**src/rtl/rgb_led_seq.sv**
```systemverilog
// rgb_led_seq: colour-step sequencer with per-channel PWM for the two board RGB LEDs.
// A small table holds one {R,G,B} duty triple per step per LED. The sequencer walks
// the table at 2^div_i PWM periods per step, in loop or one-shot mode, and every
// channel is a registered comparison of the shared 8-bit PWM counter with a shadow duty.
module rgb_led_seq #(
    parameter int PRESCALE  = 390,
    parameter int NUM_STEPS = 4
) (
    input  logic                         clk100,
    input  logic                         rstn,
    input  logic                         en_i,
    input  logic                         mode_i,
    input  logic [4:0]                   div_i,
    input  logic                         wren_i,
    input  logic [$clog2(NUM_STEPS)-1:0] wstep_i,
    input  logic                         wled_i,
    input  logic [23:0]                  wdata_i,
    output logic [2:0]                   led_0_o,
    output logic [2:0]                   led_1_o,
    output logic [$clog2(NUM_STEPS)-1:0] step_o,
    output logic                         done_o
);

    localparam int STEP_W = $clog2(NUM_STEPS);
    localparam int PRE_W  = (PRESCALE > 2) ? $clog2(PRESCALE) : 1;

    localparam logic [PRE_W-1:0]  PRE_LAST  = PRE_W'(PRESCALE - 1);
    localparam logic [STEP_W-1:0] STEP_LAST = STEP_W'(NUM_STEPS - 1);

    typedef enum logic [1:0] {
        ST_IDLE = 2'd0,
        ST_RUN  = 2'd1,
        ST_DONE = 2'd2
    } state_t;

    // Number of PWM periods in one step; anything above 2^5 clamps to 32 periods.
    function automatic logic [5:0] step_len(input logic [4:0] div);
        logic [5:0] len;
        len = 6'd32;
        if (div <= 5'd5) begin
            len = 6'd1 << div[2:0];
        end
        return len;
    endfunction

    // One LED's three channels: lit while the PWM count is below the channel duty.
    function automatic logic [2:0] pwm_bits(input logic [7:0] cnt, input logic [23:0] duty);
        return {cnt < duty[23:16], cnt < duty[15:8], cnt < duty[7:0]};
    endfunction

    // Reset synchroniser: rstn asserts immediately, releases two clocks after it rises.
    logic [1:0] rst_sync_q;
    logic       rst_n_int;

    // Shift ones into the release chain once rstn is high.
    always_ff @(posedge clk100 or negedge rstn) begin
        if (!rstn) begin
            rst_sync_q <= 2'b00;
        end else begin
            rst_sync_q <= {rst_sync_q[0], 1'b1};
        end
    end

    assign rst_n_int = rst_sync_q[1];

    // Colour table storage, one array per LED.
    logic [23:0] tab_0_q [NUM_STEPS];
    logic [23:0] tab_0_d [NUM_STEPS];
    logic [23:0] tab_1_q [NUM_STEPS];
    logic [23:0] tab_1_d [NUM_STEPS];

    // Sequencer state.
    state_t              state_q,    state_d;
    logic                mode_q,     mode_d;
    logic [5:0]          len_q,      len_d;
    logic [PRE_W-1:0]    presc_q,    presc_d;
    logic [7:0]          pwm_q,      pwm_d;
    logic [5:0]          per_q,      per_d;
    logic [STEP_W-1:0]   step_q,     step_d;
    logic [23:0]         shadow_0_q, shadow_0_d;
    logic [23:0]         shadow_1_q, shadow_1_d;
    logic [2:0]          led_0_q,    led_0_d;
    logic [2:0]          led_1_q,    led_1_d;
    logic                done_q,     done_d;

    logic                tick;
    logic                period_end;
    logic [5:0]          per_inc;
    logic [STEP_W-1:0]   step_next;

    // Table writes land in the array at the next edge, so a load on that same edge sees the old entry.
    always_comb begin
        tab_0_d = tab_0_q;
        tab_1_d = tab_1_q;
        if (wren_i) begin
            if (wled_i) begin
                tab_1_d[wstep_i] = wdata_i;
            end else begin
                tab_0_d[wstep_i] = wdata_i;
            end
        end
    end

    // Table registers; cleared by reset like everything else.
    always_ff @(posedge clk100 or negedge rst_n_int) begin
        if (!rst_n_int) begin
            for (int i = 0; i < NUM_STEPS; i++) begin
                tab_0_q[i] <= '0;
                tab_1_q[i] <= '0;
            end
        end else begin
            tab_0_q <= tab_0_d;
            tab_1_q <= tab_1_d;
        end
    end

    // Next-state logic for the sequencer, counters, shadow duties and PWM outputs.
    always_comb begin
        state_d    = state_q;
        mode_d     = mode_q;
        len_d      = len_q;
        presc_d    = presc_q;
        pwm_d      = pwm_q;
        per_d      = per_q;
        step_d     = step_q;
        shadow_0_d = shadow_0_q;
        shadow_1_d = shadow_1_q;
        led_0_d    = led_0_q;
        led_1_d    = led_1_q;
        done_d     = done_q;

        tick       = (presc_q == PRE_LAST);
        period_end = tick && (pwm_q == 8'hFF);
        per_inc    = per_q + 6'd1;
        step_next  = step_q + STEP_W'(1);

        case (state_q)
            ST_IDLE: begin
                presc_d = '0;
                pwm_d   = '0;
                per_d   = '0;
                step_d  = '0;
                led_0_d = '0;
                led_1_d = '0;
                done_d  = 1'b0;
                if (en_i) begin
                    state_d    = ST_RUN;
                    mode_d     = mode_i;
                    len_d      = step_len(div_i);
                    shadow_0_d = tab_0_q[0];
                    shadow_1_d = tab_1_q[0];
                end
            end

            ST_RUN, ST_DONE: begin
                if (!en_i) begin
                    state_d = ST_IDLE;
                    presc_d = '0;
                    pwm_d   = '0;
                    per_d   = '0;
                    step_d  = '0;
                    led_0_d = '0;
                    led_1_d = '0;
                    done_d  = 1'b0;
                end else begin
                    presc_d = tick ? '0 : presc_q + PRE_W'(1);
                    if (tick) begin
                        pwm_d = pwm_q + 8'd1;
                    end
                    led_0_d = pwm_bits(pwm_q, shadow_0_q);
                    led_1_d = pwm_bits(pwm_q, shadow_1_q);

                    // Once in DONE the shadows are frozen and the step no longer moves.
                    if (period_end && (state_q == ST_RUN)) begin
                        if (per_inc == len_q) begin
                            if (mode_q && (step_q == STEP_LAST)) begin
                                state_d = ST_DONE;
                                done_d  = 1'b1;
                            end else begin
                                step_d     = step_next;
                                per_d      = '0;
                                len_d      = step_len(div_i);
                                shadow_0_d = tab_0_q[step_next];
                                shadow_1_d = tab_1_q[step_next];
                            end
                        end else begin
                            per_d      = per_inc;
                            shadow_0_d = tab_0_q[step_q];
                            shadow_1_d = tab_1_q[step_q];
                        end
                    end
                end
            end

            default: begin
                state_d = ST_IDLE;
            end
        endcase
    end

    // Sequencer registers, including the registered LED and status outputs.
    always_ff @(posedge clk100 or negedge rst_n_int) begin
        if (!rst_n_int) begin
            state_q    <= ST_IDLE;
            mode_q     <= 1'b0;
            len_q      <= 6'd1;
            presc_q    <= '0;
            pwm_q      <= '0;
            per_q      <= '0;
            step_q     <= '0;
            shadow_0_q <= '0;
            shadow_1_q <= '0;
            led_0_q    <= '0;
            led_1_q    <= '0;
            done_q     <= 1'b0;
        end else begin
            state_q    <= state_d;
            mode_q     <= mode_d;
            len_q      <= len_d;
            presc_q    <= presc_d;
            pwm_q      <= pwm_d;
            per_q      <= per_d;
            step_q     <= step_d;
            shadow_0_q <= shadow_0_d;
            shadow_1_q <= shadow_1_d;
            led_0_q    <= led_0_d;
            led_1_q    <= led_1_d;
            done_q     <= done_d;
        end
    end

    assign led_0_o = led_0_q;
    assign led_1_o = led_1_q;
    assign step_o  = step_q;
    assign done_o  = done_q;

endmodule
```
**config.mk**
```make
export PLATFORM = sky130hd
export DESIGN_NAME = rgb_led_seq
export DESIGN_NICKNAME = d
export VERILOG_FILES = /design/src/rtl/rgb_led_seq.sv
export SDC_FILE = /design/constraint.sdc
export NUM_CORES = 1
export LEC_CHECK = 0
export BUFFER_PORTS_ARGS = -buffer_cell sky130_fd_sc_hd__buf_2
export CAP_MARGIN = 20
export CORE_MARGIN = 3
export CORE_UTILIZATION = 50
export DETAILED_ROUTE_END_ITERATION = 8
export MAX_ROUTING_LAYER = met4
export PLACE_DENSITY = 0.7
export SYNTH_ARGS = -nofsm -noshare
export SYNTH_HDL_FRONTEND = slang
export SYNTH_SLANG_ARGS = --single-unit
export TNS_END_PERCENT = 5
```
**constraint.sdc**
```tcl
create_clock -name clk100 -period 10.6 [get_ports clk100]
set_input_delay 1.06 -clock clk100 [delete_from_list [all_inputs] [get_ports clk100]]
set_output_delay 1.06 -clock clk100 [all_outputs]
set_load 0.03 [all_outputs]
```
==> metrics.txt <==
sequential share of power=42.1%; Residual DRC=0; Seq cells post-synth=283; final wirelength=34.36 mm; synthesized instance count=1174; Setup crit end kind=flip-flop; cell area after synthesis=15380 um2; Vias/cell=6.041; critical path arrival=4.13 ns; Final Max Slew Viols=0; clock power share=33.1%; setup TNS=0 ns; row count=63; Setup crit start kind=flip-flop; dpl hpwl=19.83 mm; count leader, synth=dfrtp_1; largest net degree at the start of global routing=184; skew final=0.008970 ns; Switching Share=29.48%; WP data required=11.04 ns; CP dominant cell by count=buf_4; number of setup buffers added after CTS=0; critical path cell sequence=ha_1, nor3b_1, o21a_1, o31ai_1, or2_4, buf_4, a221oi_4, buf_4, a211oi_1, a21o_1; DR iter-0 viols=639; Final min period=3.694 ns; TritonCTS Buffers=34; Nets=1281; via count=9738; first-pass GRT wire length=55.97 mm; CTS resizes=0; Synth area leader=dfrtp_1; # IOs=46; Slew HR=28.60%; Clock Sinks=283; P per Cell Area=215.4 nW/um2; Inst Count DP=1548; wire per inst=21.32 um; Initial Util=51.36%; CTS Hold Bufs=0; CP peak stage delay=0.67 ns; vias in the first global route=10.19k; global placer's final weighted congestion=0.7773; share of layout cells above drive strength 1=34.62%; remaining antenna violation count after routing=0; CTS Buffer Depth=3; core area=29950 um2; antenna violations before repair=3; worst skew pair latency=0.51 ns; Hold Vio Cnt, Final=0; Net Count, Synth=1261; final core utilization=57.29%; clock root cell=clkbuf_16; mean post-synth cell area=13.10 um2; final setup fails=0; RSZ-0062 raised after global routing=false; min setup slack post-route=6.906 ns; CP top delay family=compound AO/OA/AOI/OAI gates; cell-internal power=2.607 mW; Final Cell Area=17160 um2; H-tree levels=2; chip width=181.4 um; top cell type's share of synthesized area=45.87%; Leakage=7.773 nW; worst path bufs/invs=2; worst slack at placement=6.936 ns; Hold WC Path Type=input pin to asynchronous set/reset pin; DP Area=15960 um2; Die H=181.4 um; main flop type after synthesis=dfrtp_1; 1st-pass router iterations=5; total of max-cap violations=0; Logic pwr share=24.8%; GRT overflow=0; warning count from the yosys run=0; leading cell types by count after synthesis=282 x dfrtp_1, 193 x mux2_2, 96 x mux4_2; synth top area cells=dfrtp_1 46%, mux2_2 14%, mux4_2 14%; Net Sw Power=1.090 mW; synthesis-to-layout area growth=11.56%; Slew @ Worst Pin=1.071 ns; CP max stage cell=buf_4; fin crit share=34.85%; number of port buffers=45; tightest hold margin=0.3318 ns; CTS tree=built; post-synthesis sequential area ratio=46.04%; Tot Pwr=3.697 mW; synth unique cells=51; largest vdd supply drop=0.1026 mV; outcome=complete, no violations; share of flip-flops with an asynchronous set or reset=100.0%; highest clock rate=0.2707 GHz; Worst-path clk slew=0.06 ns; GRT Overall Usage=21.85%; non-filler cells in the finished layout=1612; number of flops mapped to enable cells by yosys=0; CP Class=flip-flop to flip-flop; CP Max Fanout=96; Die Area=32910 um2
## layout by cell type (no fill, tap or decap), types with 2 or more instances in the layout
master / count
ha_4: 2
dfrtp_1: 279
nand4_1: 6
mux2_2: 193
clkbuf_16: 37
nand2b_1: 9
clkbuf_8: 6
nor3_1: 5
bufinv_16: 4
a211oi_1: 54
xor2_1: 13
clkinv_2: 4
buf_4: 13
mux4_2: 96
nor2b_1: 9
and2_1: 4
clkbuf_1: 8
o31ai_1: 4
inv_1: 56
nand2_1: 31
o21ai_0: 17
dfrtp_4: 3
buf_2: 45
nand4b_1: 5
o21ai_1: 4
a31o_2: 6
mux2i_1: 49
a21o_1: 61
a21oi_1: 13
ha_1: 48
a22o_1: 7
o311ai_0: 5
and3_1: 6
nor2_1: 77
nor3_2: 2
nand3_1: 7
clkinvlp_4: 2
xnor2_1: 6
nor3b_2: 2
diode_2: 3
## cell type report
cell class,count,area (um2)
clock buffer,51,1039
multi-input combinational,760,7825
timing repair buffer,59,342.8
antenna,3,7.507
fill,2486,12790
sequential,283,7094
inverter,56,210.2
clock inverter,10,155.1
tap,390,488.0
## state kept, by name, summed over array words and instances, names as in the netlist
signal      cells
tab_1_q        96
state_q         2
done_o          1
presc_q         9
step_o          2
shadow_1_q     24
led_0_o         3
len_q           6
mode_q          1
rst_sync_q      2
pwm_q           8
led_1_o         3
shadow_0_q     24
tab_0_q        96
per_q           6
## final timing paths
path | slack (ns) | startpoint | to | cells past startpoint
setup / recovery | 6.91 | per_q[0]$_DFFE_PN0P_ | shadow_0_q[1]$_DFFE_PN0P_ | 10
hold / removal | 0.33 | rstn | rst_sync_q[1]$_DFF_PN0_ | 1
setup reg to reg | 6.91 | per_q[0]$_DFFE_PN0P_ | shadow_0_q[1]$_DFFE_PN0P_ | 10
hold reg to reg | 0.34 | rst_sync_q[1]$_DFF_PN0_ | tab_0_q[41]$_DFFE_PN0P_ | 0
max in group asynchronous | 8.77 | rst_sync_q[1]$_DFF_PN0_ | step_o[0]$_DFFE_PN0P_ | 1
min in group clk100 | 0.36 | rst_sync_q[0]$_DFF_PN0_ | rst_sync_q[1]$_DFF_PN0_ | 0
## power by group through the flow
stage | Sequential [mW] | Combinational, mW | Clock [mW]
finish | 1.56 | 0.918 | 1.22
global route | 1.59 | 1.03 | 1.29
CTS | 1.55 | 0.929 | 1.25
detailed placement | 1.57 | 0.921 | 0
global placement | 1.56 | 0.886 | 0
floorplan | 1.53 | 0.720 | 0
## kinds of logic (layout without fill, tap and decap cells)
| kind of cell | count (synthesis) | count (layout) | synth area share [%] |
|---|---|---|---|
| AO/OA/AOI/OAI | 178 | 178 | 8.434 |
| flip-flops | 283 | 283 | 46.04 |
| multiplexers | 338 | 338 | 31.37 |
| buffers and inverters | 131 | 176 | 3.400 |
| adder cells (fa/ha/maj) | 50 | 50 | 4.067 |
| other | 1 | 4 | 0.02438 |
| AND/OR/NAND/NOR | 174 | 174 | 5.580 |
| XOR/XNOR | 19 | 19 | 1.082 |
## routing by layer
layer	global-route usage, %	vias to the layer above	routed length (um)
met1	28.72	5077	14940
met5	-	-	0
met3	2.724	46	1407
li1	-	4430	-
met2	36.48	185	17400
met4	5.637	0	616
Power figures use the tool's default switching activity.
